`src/rtl/cons.sv`:
```
// Buffered consumer: a DEPTH-entry FIFO drained by a two-state processor that spends
// PROC_CYCLES cycles per item. The optional histogram is enabled by defining CONS_HIST_EN.
module cons #(
  parameter int DEPTH       = 4,
  parameter int PROC_CYCLES = 3
) (
  input  logic                    clk,
  input  logic                    rst_b,
  input  logic [7:0]              data,
  input  logic                    val,
  output logic                    rdy,
  output logic [$clog2(DEPTH):0]  level,
  output logic [15:0]             sum,
  output logic [7:0]              cnt,
  output logic [7:0]              last,
  output logic                    cons_val,
  output logic                    ovf,
`ifdef CONS_HIST_EN
  input  logic [2:0]              hist_sel,
  output logic [7:0]              hist_cnt,
`endif
  output logic                    state_dbg
);

  localparam int AW = $clog2(DEPTH);
  localparam int LW = AW + 1;
  localparam int TW = $clog2(PROC_CYCLES) + 1;

  // Producer handshake: an item is taken on any edge with val=1 while rdy=1;
  // with rdy=0 it is dropped and ovf latches. There is no back-pressure wait.
  typedef enum logic {IDLE = 1'b0, PROC = 1'b1} state_t;

  state_t          state_q, state_d;
  logic [AW-1:0]   wr_ptr_q, rd_ptr_q;
  logic [LW-1:0]   level_q;
  logic [TW-1:0]   timer_q, timer_d;
  logic [7:0]      work_q, work_d;
  logic [15:0]     sum_q;
  logic [7:0]      cnt_q, last_q;
  logic            cons_val_q, ovf_q;
  logic [7:0]      mem_q [DEPTH];
  logic            push, pop, commit;

  // Eligibility uses the pre-pop level, so a full FIFO rejects even while popping.
  assign rdy  = (level_q < LW'(DEPTH));
  assign push = val & rdy;

  always_comb begin
    state_d = state_q;
    timer_d = timer_q;
    work_d  = work_q;
    pop     = 1'b0;
    commit  = 1'b0;
    case (state_q)
      IDLE: begin
        if (level_q != '0) begin
          pop     = 1'b1;
          work_d  = mem_q[rd_ptr_q];
          timer_d = TW'(PROC_CYCLES - 1);
          state_d = PROC;
        end
      end
      PROC: begin
        if (timer_q != '0) begin
          timer_d = timer_q - 1'b1;
        end else begin
          commit  = 1'b1;
          state_d = IDLE;
        end
      end
      default: state_d = IDLE;
    endcase
  end

  always_ff @(posedge clk or negedge rst_b) begin
    if (!rst_b) begin
      state_q    <= IDLE;
      timer_q    <= '0;
      work_q     <= '0;
      wr_ptr_q   <= '0;
      rd_ptr_q   <= '0;
      level_q    <= '0;
      sum_q      <= '0;
      cnt_q      <= '0;
      last_q     <= '0;
      cons_val_q <= 1'b0;
      ovf_q      <= 1'b0;
    end else begin
      state_q    <= state_d;
      timer_q    <= timer_d;
      work_q     <= work_d;
      cons_val_q <= commit;
      if (push) wr_ptr_q <= wr_ptr_q + 1'b1;
      if (pop)  rd_ptr_q <= rd_ptr_q + 1'b1;
      if (push && !pop)      level_q <= level_q + 1'b1;
      else if (pop && !push) level_q <= level_q - 1'b1;
      if (val && !rdy) ovf_q <= 1'b1;
      if (commit) begin
        sum_q  <= sum_q + {8'd0, work_q};
        last_q <= work_q;
        if (cnt_q != 8'hff) cnt_q <= cnt_q + 1'b1;
      end
    end
  end

  // Storage is not reset; pointers and level define what is valid.
  always_ff @(posedge clk) begin
    if (push) mem_q[wr_ptr_q] <= data;
  end

`ifdef CONS_HIST_EN
  logic [7:0] hist_q [7];
  logic [2:0] bucket;

  assign bucket = (work_q <= 8'd5) ? work_q[2:0] : 3'd6;

  always_ff @(posedge clk or negedge rst_b) begin
    if (!rst_b) begin
      for (int i = 0; i < 7; i++) hist_q[i] <= '0;
    end else if (commit && hist_q[bucket] != 8'hff) begin
      hist_q[bucket] <= hist_q[bucket] + 1'b1;
    end
  end

  always_comb begin
    hist_cnt = '0;
    if (hist_sel != 3'd7) hist_cnt = hist_q[hist_sel];
  end
`endif

  assign level     = level_q;
  assign sum       = sum_q;
  assign cnt       = cnt_q;
  assign last      = last_q;
  assign cons_val  = cons_val_q;
  assign ovf       = ovf_q;
  assign state_dbg = state_q;

endmodule

```
`config.mk`:
```
export PLATFORM = sky130hd
export DESIGN_NAME = cons
export DESIGN_NICKNAME = d
export VERILOG_FILES = /design/src/rtl/cons.sv
export SDC_FILE = /design/constraint.sdc
export NUM_CORES = 1
export LEC_CHECK = 0
export CAP_MARGIN = 20
export CORE_ASPECT_RATIO = 1.25
export CORE_MARGIN = 2
export CORE_UTILIZATION = 55
export CTS_BUF_LIST = sky130_fd_sc_hd__clkbuf_4
export CTS_CLUSTER_DIAMETER = 50
export CTS_CLUSTER_SIZE = 8
export DETAILED_ROUTE_END_ITERATION = 10
export PLACE_DENSITY_LB_ADDON = 0.1
export RECOVER_POWER = 25
export SLEW_MARGIN = 0
export SYNTH_ARGS = -nofsm -noshare
export SYNTH_HDL_FRONTEND = slang
export SYNTH_SLANG_ARGS = --single-unit
export TNS_END_PERCENT = 1
```
`constraint.sdc`:
```
create_clock -name clk -period 3.5 [get_ports clk]
set_input_delay 0.7 -clock clk [delete_from_list [all_inputs] [get_ports clk]]
set_output_delay 0.7 -clock clk [all_outputs]
set_load 0.02 [all_outputs]
```
==> impl_metrics.tcl <==
set metrics [dict create \
    status "completed" \
    grt-ovfl-total 0 \
    async_reset_ff_frac 0.624 \
    finalPower_mw 4.24 \
    place_congestion 0.834 \
    nets 413 \
    ios 50 \
    drc 0 \
    die-area_um2 7890 \
    die_w_um 79.8 \
    synthCells 335 \
    setup_viol 0 \
    root_buffer "clkbuf_4" \
    p_per_area_nw_per_um2 907 \
    finalCritPeriodShare 0.680 \
    hold_slack_ns 0.476 \
    period_minus_slack_ns 2.38 \
    grt_pass1_wl_um 11700 \
    synth_edf_count 32 \
    dieHeight_um 98.8 \
    synth-seq-cells 85 \
    worstPathCellList "nor3_1, nor2_1, buf_4, inv_1, ha_1, inv_1, fa_1, xor2_1, nor2_1, xnor2_1" \
    synth_area_leaders "dfrtp_1 34%, edfxtp_1 24%, nand2_1 6.8%" \
    synth_area_leader_cell "dfrtp_1" \
    portBuffers 49 \
    slowest_delay_ns 0.47 \
    track_usage 0.191 \
    firstDrtPassIters 5 \
    fmax_mhz 420 \
    syn_area_um2 3950 \
    cts_sinks 85 \
    peakVddDrop_mv 0.438 \
    cp-end-kind "register" \
    clk_pin_slew_worst_paths_ns 0.14 \
    start_kind "register" \
    routed_wl_um 6870 \
    hold_class "reg -> reg" \
    path_class "reg -> reg" \
    clk_latency_ns 0.45 \
    slew_viol_final 0 \
    cts_hold_buf 0 \
    fp-row-count 34 \
    cts_resized 0 \
    clock_skew_ns 0.0101 \
    tightestPinTransition_ns 1.33 \
    synth.distinct_cells 42 \
    slew_headroom 0.112 \
    synthFlopType "dfrtp_1" \
    synth_warnings 0 \
    fill_cells 582 \
    postCtsSetupRepairBufs 0 \
    clk_path_buf_depth 2 \
    grt_pass1_vias 2582 \
    yosysTopAreaCellShare 0.336 \
    drtAntennaViolNets 0 \
    drv_cap 0 \
    seq_area_frac_synth 0.579 \
    synth_nets 364 \
    dr_total_vias 2637 \
    synth_most_common_cell "nand2_1" \
    critPathMaxFanout 13 \
    synth_common_cells "72 x nand2_1, 53 x dfrtp_1, 32 x edfxtp_1" \
    leakage_nw 1.92 \
    cts_made_buffers 9 \
    setup_tns_ns 0 \
    h-tree-depth 3 \
    crit_path_top_delay_cell "dfrtp_1" \
    cts_tree "yes" \
    n_antenna_cell 0 \
    grt_max_degree 30 \
    drive_gt1_frac 0.100 \
    area_growth_pct 18.3 \
    rsz0062_at_grt "false" \
    wire_per_inst_um 14.3 \
    antenna_found_initial 0 \
    crit_arrival_ns 2.77 \
    vias_per_cell 5.51 \
    core-area_um2 6980 \
    place_hpwl_um 4930 \
    finalHoldViolCount 0 \
    synth.avg_cell_area_um2 11.8 \
    required_ns 3.89 \
    start_util 0.567 \
    drt_iter0_markers 75 \
]
sequential cells by signal (all words and copies together), names as in the netlist:
register / flops
rd_ptr_q: 2
cnt: 8
timer_q: 3
sum: 16
state_dbg: 1
ovf: 1
wr_ptr_q: 2
mem_q: 32
work_q: 8
last: 8
level: 3
cons_val: 1
final timing paths:
check	start	end	slack (ns)	cells after the start
max in group asynchronous	rst_b	sum[4]	1.93	2
worst max-delay path	level[0]	level[2]	1.12	10
worst max register to register	level[0]	level[2]	1.12	10
worst min-delay path	sum[15]	sum[15]	0.48	1
worst min register to register	sum[15]	sum[15]	0.48	1
min in group asynchronous	rst_b	sum[10]	0.51	1
critical path: cells and delay by family (launching register included):
family / cells / cell delay, ns
flip-flops: 1 / 0.47
buffers and inverters: 3 / 0.56
adder cells (fa/ha/maj): 2 / 0.63
AND/OR/NAND/NOR: 3 / 0.38
XOR/XNOR: 2 / 0.28
logic make-up after synthesis:
| logic type | Yosys count | share of synthesized area |
|---|---|---|
| AO/OA/AOI/OAI | 41 | 0.0706 |
| XOR/XNOR | 19 | 0.0421 |
| adder cells (fa/ha/maj) | 18 | 0.0608 |
| buffers and inverters | 26 | 0.0288 |
| flip-flops | 85 | 0.579 |
| multiplexers | 12 | 0.0570 |
| AND/OR/NAND/NOR | 134 | 0.162 |
area by class of cell:
type                       instances  area [um^2]  area share
sequential                        85         2290       0.489
clock buffer                       9         67.6      0.0145
inverter                          12         45.0     0.00963
timing repair buffer              52          507       0.108
multi-input combinational        224         1550       0.332
clock inverter                     7          105      0.0225
tap                               90          113      0.0241
power by group:
group          internal, mW  total [mW]  switching [mW]  leakage [nW]
Sequential             1.34        1.62           0.282         0.935
Combinational         0.885        1.95            1.07         0.899
Clock                 0.301       0.663           0.362        0.0891
routing by layer:
| metal | part of all wire | vias to the layer above | track usage | routed length [um] |
|---|---|---|---|---|
| li1 | - | 1284 | - | - |
| met1 | 0.42 | 1294 | 0.220 | 2900 |
| met2 | 0.53 | 43 | 0.336 | 3610 |
| met3 | 0.029 | 16 | 0.0449 | 202 |
| met4 | 0.022 | 0 | 0.0860 | 152 |
| met5 | 0 | - | 0 | 0 |
cell usage in the layout (no fill, tap or decap), drive strengths merged, types with 4 or more instances in the layout:
cell type	n
o211ai	5
xor2	4
xnor2	15
ha	16
dlygate4sd3	9
nor4	7
mux4	8
nand4	7
clkdlybuf4s50	39
edfxtp	32
o21ai	14
a21o	8
nand2b	5
nor2	6
and2	4
inv	15
dfrtp	53
clkbuf	10
nand2	73
nand3	18
a21oi	6
mux2	4
nor3	8
per-stage QoR:
step / setup WS, ns / area (um^2) / utilization / std cells
4_1_cts: 1.08 / 4680 / 0.670 / 479
3_5_place_dp: 0.717 / 4500 / 0.646 / 463
2_1_floorplan: 1.27 / 3950 / - / 335
5_1_grt: 0.871 / 4680 / 0.670 / 479
6_report: 1.12 / 4680 / 0.670 / 479
3_3_place_gp: 0.788 / 4500 / 0.646 / 463
No activity file was read; power rests on OpenSTA's default activity.
